==> config.mk <==
export PLATFORM = sky130hd
export DESIGN_NAME = spi_reg_bridge
export DESIGN_NICKNAME = d
export VERILOG_FILES = /design/src/rtl/spi_bridge_pkg.sv /design/src/rtl/spi_reg_bridge_sync.sv /design/src/rtl/spi_reg_bridge.sv
export SDC_FILE = /design/constraint.sdc
export NUM_CORES = 1
export LEC_CHECK = 0
export CAP_MARGIN = 20
export CORE_ASPECT_RATIO = 1.1
export CORE_MARGIN = 5
export CORE_UTILIZATION = 45
export CTS_CLUSTER_SIZE = 16
export DETAILED_ROUTE_END_ITERATION = 8
export GPL_TIMING_DRIVEN = 1
export PLACE_DENSITY = 0.81
export SYNTH_ARGS = -nofsm -noshare
export SYNTH_HDL_FRONTEND = slang
export SYNTH_SLANG_ARGS = --single-unit
==> constraint.sdc <==
create_clock -name clock -period 1.8 [get_ports clock]
set_input_delay 0.54 -clock clock [delete_from_list [all_inputs] [get_ports clock]]
set_output_delay 0.54 -clock clock [all_outputs]
set_load 0.01 [all_outputs]
==> src/rtl/spi_bridge_pkg.sv <==
// Shared definitions for the SPI-to-register-file bridge.
// Optional feature macro used by the bridge: SPI_BURST_EN.
package spi_bridge_pkg;

    typedef enum logic [1:0] {
        IDLE,
        CMD,
        DATA,
        HOLD
    } state_t;

    localparam int RW_BIT     = 7;   // command bit selecting read (1) or write (0)
    localparam int ADDR_MSB   = 5;   // top bit of the command address field
    localparam int FRAME_BITS = 8;   // bits per SPI byte

endpackage

==> src/rtl/spi_reg_bridge_sync.sv <==
// Multi-stage synchronizer with registered rise/fall edge detection.
// The edge pulses and the level output are aligned: a pin edge shows up
// as a one-cycle pulse SYNC_STAGES+1 clocks later.
module spi_sync #(
    parameter int   SYNC_STAGES = 2,
    parameter logic INIT        = 1'b0
) (
    input  logic clock,
    input  logic reset_n,
    input  logic din,
    output logic level,
    output logic rise,
    output logic fall
);

    logic [SYNC_STAGES-1:0] chain;

    // Synchronizer chain followed by the level/edge register stage.
    always_ff @(posedge clock or negedge reset_n) begin
        if (!reset_n) begin
            chain <= {SYNC_STAGES{INIT}};
            level <= INIT;
            rise  <= 1'b0;
            fall  <= 1'b0;
        end else begin
            chain <= {chain[SYNC_STAGES-2:0], din};
            level <= chain[SYNC_STAGES-1];
            rise  <= chain[SYNC_STAGES-1] & ~level;
            fall  <= ~chain[SYNC_STAGES-1] & level;
        end
    end

endmodule

==> src/rtl/spi_reg_bridge.sv <==
// SPI mode-0 target that turns command/data frames into single-cycle
// register-file strobes. Optional burst mode: define SPI_BURST_EN.
module spi_reg_bridge
    import spi_bridge_pkg::*;
#(
    parameter int SYNC_STAGES = 2,
    parameter int ADDR_W      = 6
) (
    input  logic              clock,
    input  logic              reset_n,
    input  logic              spi_sclk,
    input  logic              spi_cs_n,
    input  logic              spi_mosi,
    output logic              spi_miso,
    output logic [ADDR_W-1:0] address,
    output logic              write_en,
    output logic [7:0]        wr_data,
    output logic              read_en,
    input  logic [7:0]        rd_data,
    output logic              frame_err
);

    logic       sclk_level_unused, sclk_rise, sclk_fall;
    logic       cs_level_unused, cs_rise, cs_fall;
    logic       mosi, mosi_rise_unused, mosi_fall_unused;

    state_t     state;
    logic [2:0] bit_cnt;
    logic [7:0] shift_in;
    logic [7:0] shift_out;
    logic       is_read;
    logic [1:0] rd_pipe;
    logic [7:0] shift_next;
`ifdef SPI_BURST_EN
    logic       first_byte;
`endif

    spi_sync #(.SYNC_STAGES(SYNC_STAGES), .INIT(1'b0)) u_sync_sclk (
        .clock(clock), .reset_n(reset_n), .din(spi_sclk),
        .level(sclk_level_unused), .rise(sclk_rise), .fall(sclk_fall)
    );

    spi_sync #(.SYNC_STAGES(SYNC_STAGES), .INIT(1'b1)) u_sync_cs (
        .clock(clock), .reset_n(reset_n), .din(spi_cs_n),
        .level(cs_level_unused), .rise(cs_rise), .fall(cs_fall)
    );

    spi_sync #(.SYNC_STAGES(SYNC_STAGES), .INIT(1'b0)) u_sync_mosi (
        .clock(clock), .reset_n(reset_n), .din(spi_mosi),
        .level(mosi), .rise(mosi_rise_unused), .fall(mosi_fall_unused)
    );

    // Byte value including the bit arriving on the current sclk rise.
    always_comb begin
        shift_next = {shift_in[6:0], mosi};
    end

    // MISO only carries data while a read byte is in flight.
    assign spi_miso = (state == DATA) && is_read && shift_out[7];

    // Frame FSM with registered strobes and read-data shifter.
    always_ff @(posedge clock or negedge reset_n) begin
        if (!reset_n) begin
            state      <= IDLE;
            bit_cnt    <= '0;
            shift_in   <= '0;
            shift_out  <= '0;
            is_read    <= 1'b0;
            rd_pipe    <= '0;
            address    <= '0;
            wr_data    <= '0;
            write_en   <= 1'b0;
            read_en    <= 1'b0;
            frame_err  <= 1'b0;
`ifdef SPI_BURST_EN
            first_byte <= 1'b0;
`endif
        end else begin
            write_en  <= 1'b0;
            read_en   <= 1'b0;
            frame_err <= 1'b0;
            rd_pipe   <= {rd_pipe[0], 1'b0};

            if (cs_rise) begin
                // cs_rise outranks a coincident sclk_rise; a partial byte is dropped.
                state   <= IDLE;
                bit_cnt <= '0;
                rd_pipe <= '0;
                if (bit_cnt != '0)
                    frame_err <= 1'b1;
            end else begin
                case (state)
                    IDLE: begin
                        if (cs_fall) begin
                            bit_cnt   <= '0;
                            shift_in  <= '0;
                            shift_out <= '0;
                            state     <= CMD;
                        end
                    end
                    CMD: begin
                        if (sclk_rise) begin
                            shift_in <= shift_next;
                            bit_cnt  <= bit_cnt + 3'd1;
                            if (bit_cnt == 3'(FRAME_BITS - 1)) begin
                                address <= ADDR_W'(shift_next[ADDR_MSB:0]);
                                is_read <= shift_next[RW_BIT];
`ifdef SPI_BURST_EN
                                first_byte <= 1'b1;
`endif
                                if (shift_next[RW_BIT]) begin
                                    read_en    <= 1'b1;
                                    rd_pipe[0] <= 1'b1;
                                end
                                state <= DATA;
                            end
                        end
                    end
                    DATA: begin
                        // The fall that closes the command byte must not shift,
                        // so only falls after a data bit was sampled advance MISO.
                        if (sclk_fall && is_read && (bit_cnt != '0))
                            shift_out <= {shift_out[6:0], 1'b0};
                        if (sclk_rise) begin
                            shift_in <= shift_next;
                            bit_cnt  <= bit_cnt + 3'd1;
                            if (bit_cnt == 3'(FRAME_BITS - 1)) begin
                                if (!is_read) begin
                                    wr_data  <= shift_next;
                                    write_en <= 1'b1;
                                end
`ifdef SPI_BURST_EN
                                // Write addresses advance with the strobe that uses them;
                                // read addresses advance for the prefetch of the next byte.
                                first_byte <= 1'b0;
                                if (is_read) begin
                                    address    <= address + ADDR_W'(1);
                                    read_en    <= 1'b1;
                                    rd_pipe[0] <= 1'b1;
                                end else if (!first_byte) begin
                                    address <= address + ADDR_W'(1);
                                end
`else
                                state <= HOLD;
`endif
                            end
                        end
                    end
                    HOLD: begin
                        state <= HOLD;
                    end
                    default: state <= IDLE;
                endcase
            end

            // Register file data is valid the cycle after read_en.
            if (rd_pipe[1])
                shift_out <= rd_data;
        end
    end

endmodule

== After elaboration in Yosys (flattened, before gate mapping) ==
Index checks and enable logic that the tools add are counted.

* Add/sub/neg operators: 1
* Equality and inequality tests: 15
* Muxes and demuxes: 31
* Bitwise logic cells: 10
* Reductions and logical operators: 16

{| class="wikitable"
|+ Operators by type and width
! kind !! count
|-
| 8-bit two-way mux || 4
|-
| 8-bit case mux with 2 select lines || 1
|-
| 3-bit by 1-bit != test with 1-bit output, second input constant || 5
|-
| 7-bit case mux with 2 select lines || 1
|-
| 1-bit two-way mux || 13
|-
| 2-bit two-way mux || 6
|-
| 4-bit AND reduction || 3
|-
| 5-bit AND reduction || 2
|-
| 3-bit two-way mux || 3
|-
| 3-bit by 2-bit != test with 1-bit output, second input constant || 3
|-
| 3-bit nonzero test || 3
|-
| 2-bit case mux with 4 select lines || 1
|-
| 7-bit two-way mux || 1
|-
| 1-bit inverter || 6
|-
| 3-bit case mux with 2 select lines || 1
|-
| 1-bit bitwise AND || 4
|-
| 2-bit == test, second input constant || 2
|-
| 1-bit logical AND || 4
|-
| 2-bit by 1-bit != test with 1-bit output, second input constant || 2
|-
| 3-bit by 1-bit adder with 3-bit output, second input constant || 1
|-
| 3-bit == test, second input constant || 1
|-
| 3-bit AND reduction || 1
|-
| 2-bit by 1-bit == test with 1-bit output, second input constant || 1
|-
| 2-bit zero test || 1
|-
| 3 further kinds || 3
|}

* Register bits after elaboration: 53
* Input bits: 13
* Word-level logic and storage cells: 94

== Longest topological paths before layout ==
Gate-level depths: netlist (run 1).

* Depth in word-level cells: 6
* Mapped depth: 7
* Mapped depth without buffers: 6

== Modules after synthesis ==
Synthesis (run 1) repeated with hierarchy kept, for this count alone.

* Cell total of the unflattened synthesis: 181
* Area total of the unflattened synthesis: 2,247.2 sq um

{| class="wikitable"
|+ By module, submodules not included
! module !! times used !! cells an instance !! area an instance (sq um)
|-
| spi_reg_bridge || 1 || 160 || 1,823.0
|-
| spi_sync (u_sync_mosi ...) || 2 || 7 || 140.1
|-
| spi_sync (u_sync_cs) || 1 || 7 || 143.9
|}

== Worst setup path before layout (run 1) ==
No wires, ideal clock.

* Path kind: register to register
* From: register state[0]
* To: register wr_data[0]
* Data arrival time: 1.636 ns
* Required time: 1.675 ns
* Slack: 0.040 ns
* Stages on the path, launching flop included: 6
* Buffers on the path: 0
* Cell sequence: dfrtp_1 > inv_1 > ha_1 > inv_1 > nor4_4 > mux2_2

* Longest elaborated chain between the ends: 2

{| class="wikitable"
|+ Ends and longest elaborated chain
! what !! line !! RTL
|-
| from (decl) || spi_reg_bridge.sv:27 || <nowiki>state_t state;</nowiki>
|-
| from (signal assigned) || spi_reg_bridge.sv:64 || <nowiki>state <= IDLE;</nowiki>
|-
| from (signal assigned) || spi_reg_bridge.sv:86 || <nowiki>state <= IDLE;</nowiki>
|-
| from (signal assigned) || spi_reg_bridge.sv:98 || <nowiki>state <= CMD;</nowiki>
|-
| 2-bit == test || spi_reg_bridge.sv:92 || <nowiki>case (state)</nowiki>
|-
| 5-bit AND reduction (no source line) || - ||
|-
| to (signal assigned) || spi_reg_bridge.sv:129 || <nowiki>wr_data <= shift_next;</nowiki>
|-
| to (decl) || spi_reg_bridge.sv:17 || <nowiki>output logic [7:0] wr_data,</nowiki>
|}

Every way passes these cells.
A chain may end at the register's enable or synchronous reset.

== Worst setup path in the final report (run 1) ==
* From: register address[1]
* To: output address[1]

{| class="wikitable"
|+ RTL lines
! what !! line !! RTL
|-
| from (decl) || spi_reg_bridge.sv:15 || <nowiki>output logic [ADDR_W-1:0] address,</nowiki>
|-
| from (signal assigned) || spi_reg_bridge.sv:106 || <nowiki>address <= ADDR_W'(shift_next[ADDR_MSB:0]);</nowiki>
|}

No word-level cell between the ends.

==> impl_metrics.yaml, run 1 <==
finish:
  utilization_pct: 59.43
  multi_input_area_um2: 802.0
  syn2layout_area_growth_pct: 28.91
  mostFrequentLayoutCells: "dfrtp_1, clkdlybuf4s50_1, mux2_2"
  regArea_um2: 1305
  layout_commonest_cell: "dfrtp_1"
  n_antenna_cell: 0
  final_net_count: 243
  fillerInstances: 388
  drive_above_1_share_pct: 23.98
clock_tree:
  clk_pin_slew_ns: 0.09
  cts_buffers: 5
  cts_sinks: 52
  htreeDepth: 2
  cts_tree: "built"
  cts_root_buf: "clkbuf_8"
  clock_path_buffers: 2
  worstSkewPairLatency_ns: 0.30
sta:
  setup_viol: 0
  finalHoldViolCount: 0
  fin_hold_ws_ns: 0.1114
  max-slew-margin-rel_pct: 73.29
  skew_ns: 0.007774
  period_minus_slack_ns: 1.753
  max_freq_mhz: 570.3
  worst_slack_ns: 0.04656
  finalCritPeriodShare_pct: 97.41
  drv_slew: 0
  rsz0062_at_grt: "yes"
  tightest_slew_ns: 0.4007
  fin_setup_tns_ns: 0
floorplan:
  die-area_um2: 6210
  core_um2: 4619
  start_util_pct: 46.10
  die_y_um: 82.15
  num_rows: 26
  ioPinCount: 31
  die_w_um: 75.59
critical_path:
  timing_worst_setup_path_type: "reg -> out"
  critPathRequiredTime_ns: 1.26
  cp.depth: 1
  path_buf_inv: 1
  reg2reg_from: "state[1]"
  cp_max_fo: 2
  setup.worst_path.start: "address[1]"
  reg2regPathDepth: 8
  cp-end-kind: "output port"
  max_stage_delay_ns: 0.54
  crit_path_start_kind: "flip-flop"
  slowest_stage: "clkdlybuf4s50_1"
  arrival_ns: 1.21
  path_cells: "clkdlybuf4s50_1"
  crit_family: "buffers and inverters"
pwr:
  power.static_leakage_nw: 1.310
  seqPwrFrac_pct: 43.8
  power_w: 0.003114
  p_sw_w: 0.001042
  sw_frac_of_total_pct: 33.46
  powerDensity_nw_per_um2: 1134
  vdd_drop_max_mv: 0.6860
  clock_power_share_pct: 20.3
  pwr-share-comb_pct: 35.9
  p_int_w: 0.002072
route:
  drt-pass1-iter-count: 4
  wl_per_cell_um: 14.13
  drt-total-wl_mm: 3.915
  vias: 1398
  drc: 0
  final_antenna_net_count: 0
  via_per_inst: 5.047
  first_iter_violations: 54
synthesis:
  synth_warnings: 0
  syn_area_per_cell_um2: 12.31
  syn_area_um2: 2130
  synth_area_leader_cell: "dfrtp_1"
  synth_area_leaders: "dfrtp_1, mux2_2, ha_1"
  yosysSeqAreaShare_pct: 61.28
  syn-num-nets: 196
  syn_inst: 173
  yosys.cell_types.count: 26
  netlist.area_leader.share_pct: 57.58
  ys_ff_latch: 52
grt:
  use_met1_pct: 18.02
  met3_usage_pct: 2.785
  overflow: 0
  antenna_found_initial: 0
  grt.met2_usage_pct: 22.80
  grt_usage_pct: 13.87
  grt_pass1_vias: 1469
  grt_pass1_wl_mm: 6.589
  busiest_layer: "met2"
  grt_max_degree: 28
status:
  status: "finished clean"
placement:
  pre_cts_slack_ns: -0.02263
  dp_hpwl_mm: 2.756
  globalplace.congestion: 0.8292
  portBuffers: 30
flow_run:
  maxCapViolations: 0
hold_path:
  hold_class: "in -> async"
==> logic make-up after synthesis <==
logic type / after synthesis / synth area share [%]
simple gates: 48 / 12.16
flops: 52 / 61.28
compound gates: 28 / 8.343
buf+inv: 18 / 3.408
fa+ha+maj: 10 / 5.875
mux: 17 / 8.931
==> power by group through the flow <==
stage	combinational, W	sequential, W	clock, W
4_1_cts	0.000932	0.00136	0.000653
3_3_place_gp	0.000908	0.00137	0
2_1_floorplan	0.000578	0.00136	0
6_report	0.00112	0.00136	0.000634
5_1_grt	0.00123	0.00138	0.000708
3_5_place_dp	0.000920	0.00138	0
==> cell type report <==
type | instances | share of cell area [%]
Sequential cell | 52 | 47.54
Multi-Input combinational cell | 103 | 29.22
Timing Repair Buffer | 45 | 15.82
Clock buffer | 7 | 2.780
Tap cell | 56 | 2.552
Inverter | 13 | 1.778
Clock inverter | 1 | 0.3191
==> metrics by stage <==
stage,area [um2],cells
2_1_floorplan,2130,173
4_1_cts,2671,276
3_3_place_gp,2589,268
6_report,2745,277
5_1_grt,2745,277
3_5_place_dp,2589,268
==> cells in the mapped netlist, drive strengths merged <==
cell      n
and2      1
o21ai    16
clkbuf    3
mux2i     1
nand2b    3
nand4     1
nor3      1
nor2b     9
dfstp     3
and3      1
nand3    11
nor4      2
ha       10
a22o      5
nor2      7
a211oi    2
a2bb2oi   2
buf       2
mux2     16
dfrtp    49
a21oi     3
nand2    12
inv      13
==> flip-flops by register name (all words and copies together), names as in the netlist <==
| register | count |
|---|---|
| u_sync_cs.level | 1 |
| is_read | 1 |
| address | 6 |
| u_sync_sclk.fall | 1 |
| u_sync_sclk.chain | 2 |
| u_sync_cs.rise | 1 |
| wr_data | 8 |
| write_en | 1 |
| u_sync_cs.fall | 1 |
| u_sync_mosi.chain | 2 |
| u_sync_sclk.level | 1 |
| bit_cnt | 3 |
| u_sync_mosi.level | 1 |
| u_sync_sclk.rise | 1 |
| frame_err | 1 |
| u_sync_cs.chain | 2 |
| shift_in | 7 |
| rd_pipe | 2 |
| shift_out | 8 |
| state | 2 |
==> per-layer routing <==
metal / up-vias / routed length (um)
met4: 0 / 59
met2: 25 / 1924
met1: 688 / 1749
met3: 8 / 181
li1: 677 / -
met5: - / 0
==> final timing paths <==
| kind | endpoint | slack [ns] |
|---|---|---|
| min in group clock | u_sync_mosi.chain[1] | 0.36 |
| setup reg to reg | shift_in[6] | 0.10 |
| setup / recovery | address[1] | 0.05 |
| max in group asynchronous | shift_out[7] | 1.19 |
| hold reg to reg | u_sync_mosi.chain[1] | 0.36 |
| hold / removal | u_sync_sclk.chain[1] | 0.11 |
==> what timing repair did <==
action / in CTS / in global routing
hold endpoints to repair: 0 / 0
setup buffers: 0 / 0
hold buffers: 0 / 0
cloned: 0 / 1
endpoints found under the setup margin: 1 / 27
pin swaps: 0 / 1
gates resized for setup: 6 / 22
No activity file was read; power rests on OpenSTA's default activity.
==> inputs of run 2 (changes only) <==
- CORE_MARGIN: 5 -> default
- CTS_BUF_LIST: default -> sky130_fd_sc_hd__clkbuf_8
==> run 2 against run 1 <==
Against the previous run:
- power about the same
- cell area decreased by 1.1%
- routed wire length grew 0.28%
- flip-flop and latch count did not move
- core utilization grew 2.1 points
- critical path type is now reg -> reg
==> impl_metrics.yaml, run 2 (synthesis results as in run 1) <==
status:
  status: "finished clean"
clock_tree:
  cts_sinks: 52
  cts-hold-fix-buffers: 0
  cts_buffers: 5
  cts_root_buf: "clkbuf_8"
  clock_path_buffers: 2
  cts_tree: "built"
  htreeDepth: 2
  clk_pin_slew_ns: 0.09
  worstSkewPairLatency_ns: 0.30
hold_path:
  hold_class: "in -> async"
route:
  wl_met1_mm: 1.731
  first_iter_violations: 81
  wl_met2_mm: 1.928
  drt-total-wl_mm: 3.926
  top_layer_used: "met4"
  wl_per_cell_um: 14.38
  final_antenna_net_count: 0
  wl_met3_um: 186
  via_per_inst: 5.289
  drt-pass1-iter-count: 4
  drc: 0
  vias: 1444
sta:
  fin_hold_ws_ns: 0.1790
  tightest_slew_ns: 0.5010
  max_freq_mhz: 565.6
  finalCritPeriodShare_pct: 98.22
  fin_setup_tns_ns: 0
  period_minus_slack_ns: 1.768
  max-slew-margin-rel_pct: 66.60
  skew_ns: 0.007027
  rsz0062_at_grt: "yes"
  drv_slew: 0
  finalHoldViolCount: 0
  setup_viol: 0
finish:
  n_antenna_cell: 0
  syn2layout_area_growth_pct: 27.44
  reg.largest.list: "shift_out x8, wr_data x8, shift_in x7"
  mostFrequentLayoutCells: "dfrtp_1, clkdlybuf4s50_1, o21ai_0"
  final_net_count: 242
  drive_above_1_share_pct: 24.20
  utilization_pct: 61.53
  multi_input_area_um2: 784.5
  regArea_um2: 1305
  fillerInstances: 363
  layout_commonest_cell: "dfrtp_1"
placement:
  dp_hpwl_mm: 2.595
  globalplace.congestion: 0.7617
  portBuffers: 30
pwr:
  seqPwrFrac_pct: 43.6
  vdd_drop_max_mv: 0.6595
  sw_frac_of_total_pct: 33.37
  clock_power_share_pct: 21.4
  power.static_leakage_nw: 1.307
  powerDensity_nw_per_um2: 1146
  p_int_w: 0.002073
  pwr-share-comb_pct: 35.0
  power_w: 0.003111
  p_sw_w: 0.001038
flow_run:
  maxCapViolations: 0
grt:
  antenna_found_initial: 0
  overflow: 0
  grt_pass1_wl_mm: 6.368
  grt_max_degree: 35
  grt_usage_pct: 17.46
  grt_pass1_vias: 1430
critical_path:
  path_buf_inv: 3
  timing_worst_setup_path_type: "reg -> reg"
  critPathRequiredTime_ns: 1.99
  arrival_ns: 1.96
  cp_max_fo: 8
  slowest_stage: "dfrtp_1"
  max_stage_delay_ns: 0.37
  setup.worst_path.start: "state[0]"
  reg2reg_from: "state[0]"
  path_cells: "inv_2 > buf_4 > ha_2 > nor2b_2 > nor2_1 > a2bb2oi_2 > buf_6 > mux2_2"
  crit_family: "flip-flops"
  crit_path_start_kind: "flip-flop"
  cp-end-kind: "flip-flop"
floorplan:
  die-area_um2: 5012
  ioPinCount: 31
  die_y_um: 74.15
  start_util_pct: 48.28
  num_rows: 25
  core_um2: 4410
  die_w_um: 67.59
## run 2: cell types whose count changed in the layout (fill, tap and decap cells not counted), moves of 2 or more
cell      previous run  this run
o21ai_0             12        15
clkbuf_1             2         0
nand3_1              9        11
nand3_2              2         0
o21ai_1              4         0
buf_6                3         1
nor2b_2              0         2
## run 2: worst reg2reg max path, cell delays in order, from the launching register on
cell and delay [ns]:
dfrtp_1 0.37, inv_2 0.05, buf_4 0.13, ha_2 0.18
nor2b_2 0.16, nor2_1 0.12, a2bb2oi_2 0.17, buf_6 0.16
mux2_2 0.33
## run 2: cell type report
type / instances / area share [%]
timing repair buffer: 44 / 15.35
clock buffer: 6 / 3.043
sequential: 52 / 48.09
multi-input combinational: 103 / 28.91
inverter: 13 / 1.798
tap: 54 / 2.490
clock inverter: 1 / 0.3227
## run 2: worst paths after layout
check,endpoint,slack [ns],depth (start not counted)
hold / removal,u_sync_sclk.chain[1],0.18,1
setup reg to reg,shift_out[2],0.03,8
max in group asynchronous,bit_cnt[1],1.10,2
min in group clock,u_sync_sclk.chain[1],0.35,0
hold reg to reg,u_sync_sclk.chain[1],0.35,0
setup / recovery,shift_out[2],0.03,8
## run 2: power groups by stage
stage | sequential (W) | combinational (W) | clock [W]
2_1_floorplan | 0.00136 | 0.000578 | 0
3_3_place_gp | 0.00137 | 0.000895 | 0
3_5_place_dp | 0.00138 | 0.000937 | 0
4_1_cts | 0.00135 | 0.000985 | 0.000685
5_1_grt | 0.00137 | 0.00120 | 0.000726
6_report | 0.00136 | 0.00109 | 0.000666
## run 2: what timing repair did
action                     4_1_cts  5_1_grt
gates resized for setup          5       16
setup buffers                    1        0
gates cloned                     0        1
pin swaps                        0        1
setup endpoints to repair        2       18
## run 2: per-layer routing
| layer | GRT usage, % | vias to the layer above |
|---|---|---|
| met5 | 0 | - |
| met4 | 5.674 | 0 |
| met3 | 5.061 | 9 |
| met2 | 28.60 | 36 |
| met1 | 22.13 | 720 |
| li1 | - | 679 |
## run 2: per-stage QoR
stage / cells / area (um2) / setup slack, ns
final: 273 / 2714 / 0.03210
after floorplan: 173 / 2130 / 0.03959
after CTS: 272 / 2669 / 0.001423
after global placement: 264 / 2571 / -0.003909
after global routing: 273 / 2714 / -0.04055
after detailed placement: 264 / 2571 / -0.006897
